===== src/rtl/adder_share_arbiter.sv =====
// Round-robin arbiter sharing one external adder between NUM_REQ requesters.
// Winning operands are registered, given a full settle cycle, then the sum is returned with the requester id.
module adder_share_arbiter #(
  parameter int NUM_REQ   = 4,
  parameter int A_WIDTH   = 16,
  parameter int B_WIDTH   = 16,
  parameter int OUT_WIDTH = ((A_WIDTH > B_WIDTH) ? A_WIDTH : B_WIDTH) + 1,
  parameter int ID_WIDTH  = $clog2(NUM_REQ)
) (
  input  logic                         clk,
  input  logic                         rst,
  input  logic [NUM_REQ-1:0]           req_valid,
  output logic [NUM_REQ-1:0]           req_ready,
  input  logic [NUM_REQ*A_WIDTH-1:0]   req_a,
  input  logic [NUM_REQ*B_WIDTH-1:0]   req_b,
  output logic [A_WIDTH-1:0]           add_a,
  output logic [B_WIDTH-1:0]           add_b,
  input  logic [OUT_WIDTH-1:0]         add_out,
  output logic                         rsp_valid,
  input  logic                         rsp_ready,
  output logic [ID_WIDTH-1:0]          rsp_id,
  output logic [OUT_WIDTH-1:0]         rsp_data,
  output logic                         busy
);

  typedef enum logic [1:0] {
    IDLE   = 2'd0,
    SETTLE = 2'd1,
    RESP   = 2'd2
  } state_t;

  state_t               state_r;
  state_t               state_nxt_s;
  logic [ID_WIDTH-1:0]  rr_ptr_r;
  logic [ID_WIDTH-1:0]  id_r;
  logic [A_WIDTH-1:0]   add_a_r;
  logic [B_WIDTH-1:0]   add_b_r;
  logic                 rsp_valid_r;
  logic [ID_WIDTH-1:0]  rsp_id_r;
  logic [OUT_WIDTH-1:0] rsp_data_r;

  logic                 grant_found_s;
  logic [ID_WIDTH-1:0]  grant_id_s;
  logic [A_WIDTH-1:0]   grant_a_s;
  logic [B_WIDTH-1:0]   grant_b_s;
  logic [NUM_REQ-1:0]   req_ready_s;

  // Round-robin scan of req_valid starting at rr_ptr, first set bit wins.
  always_comb begin : arb_comb
    int idx_v;
    idx_v         = 0;
    grant_found_s = 1'b0;
    grant_id_s    = '0;
    grant_a_s     = '0;
    grant_b_s     = '0;
    for (int k = 0; k < NUM_REQ; k++) begin
      idx_v = int'(rr_ptr_r) + k;
      idx_v = (idx_v >= NUM_REQ) ? (idx_v - NUM_REQ) : idx_v;
      if (!grant_found_s && req_valid[idx_v]) begin
        grant_found_s = 1'b1;
        grant_id_s    = ID_WIDTH'(idx_v);
        grant_a_s     = req_a[idx_v*A_WIDTH +: A_WIDTH];
        grant_b_s     = req_b[idx_v*B_WIDTH +: B_WIDTH];
      end else begin
        grant_found_s = grant_found_s;
      end
    end
  end

  // Next-state and grant decode; req_ready only ever asserted while IDLE.
  always_comb begin
    state_nxt_s = state_r;
    req_ready_s = '0;
    case (state_r)
      IDLE: begin
        if (grant_found_s) begin
          req_ready_s[grant_id_s] = 1'b1;
          state_nxt_s             = SETTLE;
        end else begin
          state_nxt_s = IDLE;
        end
      end
      SETTLE: state_nxt_s = RESP;
      RESP: begin
        if (rsp_valid_r && rsp_ready) begin
          state_nxt_s = IDLE;
        end else begin
          state_nxt_s = RESP;
        end
      end
      default: state_nxt_s = IDLE;
    endcase
  end

  // State register.
  always_ff @(posedge clk) begin
    if (rst) begin
      state_r <= IDLE;
    end else begin
      state_r <= state_nxt_s;
    end
  end

  // Datapath: operands only change on accept; add_out only sampled at the end of SETTLE.
  always_ff @(posedge clk) begin
    if (rst) begin
      rr_ptr_r    <= '0;
      id_r        <= '0;
      add_a_r     <= '0;
      add_b_r     <= '0;
      rsp_valid_r <= 1'b0;
      rsp_id_r    <= '0;
      rsp_data_r  <= '0;
    end else begin
      case (state_r)
        IDLE: begin
          if (grant_found_s) begin
            add_a_r  <= grant_a_s;
            add_b_r  <= grant_b_s;
            id_r     <= grant_id_s;
            rr_ptr_r <= (grant_id_s == ID_WIDTH'(NUM_REQ - 1)) ? '0 : grant_id_s + ID_WIDTH'(1);
          end
        end
        SETTLE: begin
          rsp_data_r  <= add_out;
          rsp_id_r    <= id_r;
          rsp_valid_r <= 1'b1;
        end
        RESP: begin
          if (rsp_ready) begin
            rsp_valid_r <= 1'b0;
          end
        end
        default: rsp_valid_r <= 1'b0;
      endcase
    end
  end

  assign req_ready = req_ready_s;
  assign add_a     = add_a_r;
  assign add_b     = add_b_r;
  assign rsp_valid = rsp_valid_r;
  assign rsp_id    = rsp_id_r;
  assign rsp_data  = rsp_data_r;
  assign busy      = (state_r != IDLE);

endmodule


===== config.mk =====
export PLATFORM = sky130hd
export DESIGN_NAME = adder_share_arbiter
export DESIGN_NICKNAME = d
export VERILOG_FILES = /design/src/rtl/adder_share_arbiter.sv
export SDC_FILE = /design/constraint.sdc
export NUM_CORES = 1
export LEC_CHECK = 0
export ABC_AREA = 0
export CAP_MARGIN = 5
export CORE_ASPECT_RATIO = 1.2
export CORE_MARGIN = 1.5
export CORE_UTILIZATION = 49
export DETAILED_ROUTE_END_ITERATION = 16
export HOLD_SLACK_MARGIN = 0.12
export PLACE_DENSITY_LB_ADDON = 0.3
export SYNTH_ARGS = -nofsm -noshare
export SYNTH_HDL_FRONTEND = slang
export SYNTH_SLANG_ARGS = --single-unit

===== constraint.sdc =====
create_clock -name clk -period 5.9 [get_ports clk]
set_input_delay 1.18 -clock clk [delete_from_list [all_inputs] [get_ports clk]]
set_output_delay 1.18 -clock clk [all_outputs]
set_load 0.05 [all_outputs]

; ---- After elaboration in Yosys (flattened, before gate mapping)
; Cells that the tools add are included.
[totals]
register_bits = 58
in_bits = 152
output_inout_bits = 57
word_cells = 93
[op_classes]
addsub = 8
order_cmp = 10
eq_ne = 4
n_shift = 8
n_mux = 42
n_bitwise = 1
n_reduce_logical = 12
[ops]
columns = operator, n
row1 = $shiftx A64 B32 Y16, 8
row2 = $lt A32 B4 Y1 const B, 4
row3 = $mux W16, 8
row4 = $mux W32, 4
row5 = $mux W1, 15
row6 = $mux W2, 6
row7 = $sub A3 B3 Y4 const B, 3
row8 = $ge A3 B3 Y1 const B, 3
row9 = $bmux W1 S2, 4
row10 = $mux W4, 2
row11 = $add A2 B2 Y3 const B, 2
row12 = $pmux W2 S3, 1
row13 = $logic_and A1 B1 Y1, 5
row14 = $eq A2 B2 Y1 const B, 2
row15 = $reduce_and A2 Y1, 2
row16 = $sub A2 B3 Y4 const B, 1
row17 = $add A2 B1 Y3 const B, 1
row18 = $ge A2 B3 Y1 const B, 1
row19 = $logic_not A1 Y1, 3
row20 = $lt A2 B3 Y1 const B, 1
row21 = $pmux W1 S3, 1
row22 = $add A2 B1 Y2 const B, 1
row23 = $demux W1 S2, 1
row24 = $eq A2 B1 Y1 const B, 1
row25 = 5 further kinds, 5

; ---- Depth between registers and ports, before layout
; Gate-level depths: netlist (run 1).
[logic_depth]
ltp_word = 21
ltp_mapped = 16
mapped_depth_nobuf = 10

; ---- Least setup slack after synthesis (run 1)
; OpenSTA, ideal clock, no wires.
[synth_path]
path_kind = flip-flop to output port
from = register rr_ptr_r[0]
to = output port req_ready[1]
arrival_time_ps = 3780
required_time_ps = 4720
path_slack_ps = 940
stages_incl_launch_ff = 14
path_buffers = 5
path_cell_list = dfxtp_1 > buf_6 > buf_2 > clkbuf_1 > inv_1 > ha_1 > buf_2 > mux4_2 > or2_1 > buf_2 > or4b_1 > o21ai_1 > ha_1 > and2_1
[synth_between]
elab_chain_cells = 21
word_cells_on_any_way = 48
cone_classes = add/sub: 7 / order compare: 6 / mux: 28 / reduce/logical: 7
[synth_rtl]
columns = item, line_no
row1 = start: declaration, 34  ; logic [ID_WIDTH-1:0] rr_ptr_r;
row2 = start signal: assignment, 121  ; rr_ptr_r <= (grant_id_s == ID_WIDTH'(NUM_REQ - 1)) ? '0 : grant_id_s + ID_WIDTH'(1);
row3 = branches (longest 19 deep; another with $sub A3 B3 Y4), -
row4 = $mux W4 *, 76  ; if (grant_found_s) begin
row5 = $mux W4 *, 74  ; case (state_r)
row6 = end: declaration, 13  ; output logic [NUM_REQ-1:0] req_ready,
; Mark *: on every way between the ends. The select of a mux whose other input is x is not followed.

; ---- Final worst setup path (run 1)
[layout_path]
from = input port req_valid[3]
to = output port req_ready[2]
[layout_between]
elab_chain_cells = 19
word_cells_on_any_way = 33
cone_classes = order compare: 2 / mux: 24 / reduce/logical: 7
[layout_rtl]
columns = item, line_no
row1 = start: declaration, 12  ; input logic [NUM_REQ-1:0] req_valid,
row2 = $bmux W1 S2, 59  ; if (!grant_found_s && req_valid[idx_v]) begin
row3 = $mux W1 (implied by the code) (2 in a row), 59
row4 = $mux W1, 59
row5 = $logic_not A1 Y1, 59
row6 = $logic_and A1 B1 Y1, 59
row7 = $mux W1, 59
row8 = $logic_not A1 Y1, 59
row9 = $logic_and A1 B1 Y1, 59
row10 = [3 not listed], -
row11 = $mux W2 *, 59
row12 = net grant_id_s[1], 43  ; logic [ID_WIDTH-1:0] grant_id_s;
row13 = $lt A2 B3 Y1 (implied by the code) / $ge A2 B1 Y1 (equally long branches), 77  ; req_ready_s[grant_id_s] = 1'b1;
row14 = $logic_and A1 B1 Y1 (implied by the code), 77
row15 = $mux W1 (implied by the code), 77
row16 = $demux W1 S2 *, 77
row17 = $mux W4 *, 76
row18 = $mux W4 *, 74
; Mark *: on every way through the listed nets, which the timed path passes. The rest lies on a longest branch. The select of a mux whose other input is x is not followed.

==> results.cfg, run 1 <==
[status]
status = completed

[cts]
cts-root-buf = clkbuf_16
cts_setup_buffers = 0
cts_tree = yes
clkLatencyLatePin_ns = 0.33
tritoncts.num_buffers = 9
cts_resized = 0
clk_path_buf_depth = 2
htreeDepth = 3
path_clk_slew_ns = 0.05
cts.sinks = 58
hold_buffers = 0

[final_layout]
finalNetCount = 995
multi_input_area_um2 = 5240
antenna_cells = 0
fillers = 1026
seqCellArea_um2 = 1170
final_common_cell = clkdlybuf4s50_1
final_cell_mix = clkdlybuf4s50_1 (203), mux4_2 (100), a21oi_1 (87), nand2_1 (77), nor2_1 (71)
drive_gt1_frac = 0.204
syn2layout_area_growth_pct = 35.6
final_core_util = 0.685

[global_route]
grt_pass1_vias = 6938
grt_pass1_wl_mm = 34.1
grt_overflow = 0
antenna_found_initial = 0
grt_max_degree = 176
grt_usage = 0.297

[drt]
vias = 6843
dr.first_iter.drc_count = 706
vias_per_cell = 6.80
drc_errors = 0
drt-total-wl_mm = 21.7
wire_per_inst_um = 21.5
ant_nets = 0
first_pass_iters = 5

[critical_path]
setup.worst_path.start = req_valid[3]
critical-path-max-stage-delay_ns = 0.55
cp-end-kind = output pin
critical_path.cell_chain = clkdlybuf4s50_1 -> mux4_2 -> or2_2 -> or4b_1 -> o21ai_1 -> inv_1 -> ha_1 -> and2_1 -> buf_4
crit_family = simple AND/OR/NAND/NOR gates
cpMaxStageDelayCell = mux4_2
cp.depth = 9
critPathLaunchType = primary input
worstReg2RegStart = rr_ptr_r[0]
critPathKind = in2out
reg2reg_depth = 8
required_ns = 4.72
cp.buffers_inverters = 3
crit_arrival_ns = 3.84
cp_max_fo = 7

[power]
pwr-share-clk = 0.111
p_leak_nw = 3.14
pwr-share-comb = 0.770
netSwitchingFraction = 0.484
power_w = 0.00507
p_sw_w = 0.00245
peakVddDrop_mv = 0.506
p_int_w = 0.00262
sequentialPowerShare = 0.119
p_per_area_nw_per_um2 = 555

[sta]
fin_crit_ns = 5.02
skew_ns = 0.00858
tightest_slew_ns = 1.20
timing.slew.headroom = 0.200
whs_ns = 0.453
hold_viol = 0
setup_tns_ns = 0
setup_viol = 0
rsz0062_at_grt = false
max_freq_ghz = 0.199
post-route-period-util = 0.851
drv_slew = 0

[die]
core-area_um2 = 13400
die_w_um = 110
start_util = 0.505
die_h_um = 132
ios = 209
design.die.area_um2 = 14500
std_cell_rows = 46

[yosys]
synth_ff_type = dfxtp_1
synth_nets = 843
syn_avg_cell_area_um2 = 9.89
yosysWarningCount = 0
ys_ff_latch = 58
ys_async_sr_fraction = 0
synth_edf_count = 0
synth_cell_types = 38
synth.yosys.seq_area_share = 0.172
syn_inst = 682
netlist_area_um2 = 6740

[placed_design]
port_buffers = 208
dpl.hpwl_mm = 14.1
routabilityCongestion = 0.829

[flow_run]
maxCapViolCount = 0

[min_path]
worstHoldPathType = reg2reg
holdPathStages = 2
hp-start = rsp_data[11]
-- metrics by stage --
step	std cells	cell area (µm²)	worst slack, ns
2_1_floorplan	682	6740	0.940
3_3_place_gp	991	8840	0.961
3_5_place_dp	991	8840	0.882
4_1_cts	1006	9150	0.874
5_1_grt	1006	9150	0.744
6_report	1006	9150	0.878
-- worst min-delay path, stage by stage, from the launching register on --
cell	delay, ns
dfxtp_1	0.30
nand2_1	0.05
a21oi_1	0.05
-- logic make-up after synthesis --
group	after synthesis	synth area share
buffers and inverters	85	0.0557
adders and majority gates	9	0.0167
AOI/OAI and AO/OA	196	0.220
muxes	170	0.438
and+or+nand+nor	164	0.0976
DFF	58	0.172
-- final timing paths --
kind	end	slack, ns
max	req_ready[2]	0.88
max reg2reg	add_b[4]	1.79
min reg2reg	rsp_data[11]	0.45
min	rsp_data[11]	0.45
-- per-layer routing --
metal	up-vias	GRT usage	part of all wire	wire length (µm)
met5	-	0	0	0
met4	0	0.103	0.022	486
met3	58	0.0471	0.095	2060
met2	437	0.531	0.52	11300
met1	3352	0.354	0.36	7810
li1	2996	-	-	-
-- Yosys cell counts (3+ instances only) --
cell type  count  share of area
a211oi_2      27          0.050
ha_1           9          0.017
buf_6          4         0.0067
mux4_2       100           0.33
buf_1          8         0.0045
inv_1          5         0.0028
nand2_1       77          0.043
nor2_1        71          0.040
mux2i_1       68           0.10
a211o_1       32          0.042
and2_1         5         0.0046
nand2b_1       3         0.0028
clkbuf_1      49          0.027
dfxtp_1       58           0.17
buf_2         18          0.013
o221ai_1      32          0.042
a211oi_1       6         0.0067
a21oi_1       87          0.065
-- registers in the layout (all words and copies together), names as in the netlist --
signal and flops:
rsp_data 17, add_a 16, state_r 2, rsp_id 2, add_b 16, rr_ptr_r 2
id_r 2, rsp_valid 1
-- final cells by class --
class	instances	share of cell area
Sequential cell	58	0.127
Tap cell	168	0.0230
Clock inverter	6	0.00903
Multi-Input combinational cell	539	0.573
Clock buffer	9	0.0246
Inverter	5	0.00205
Timing Repair Buffer	221	0.241
-- power by group through the flow --
stage          clock network (W)  logic [W]  registers [W]
2_1_floorplan                  0    0.00262       0.000967
3_3_place_gp                   0    0.00377       0.000603
3_5_place_dp                   0    0.00389       0.000608
4_1_cts                 0.000568    0.00390       0.000602
5_1_grt                 0.000586    0.00417       0.000617
6_report                0.000564    0.00391       0.000604
No activity file was read; power rests on OpenSTA's default activity.
==> run 2, diff against run 1 <==
Settings changed: CTS_BUF_LIST set to sky130_fd_sc_hd__clkbuf_16, GPL_ROUTABILITY_DRIVEN set to 1.
==> results of run 2 <==
Same layout as run 1: the final DEF is identical, and so are final timing and power.
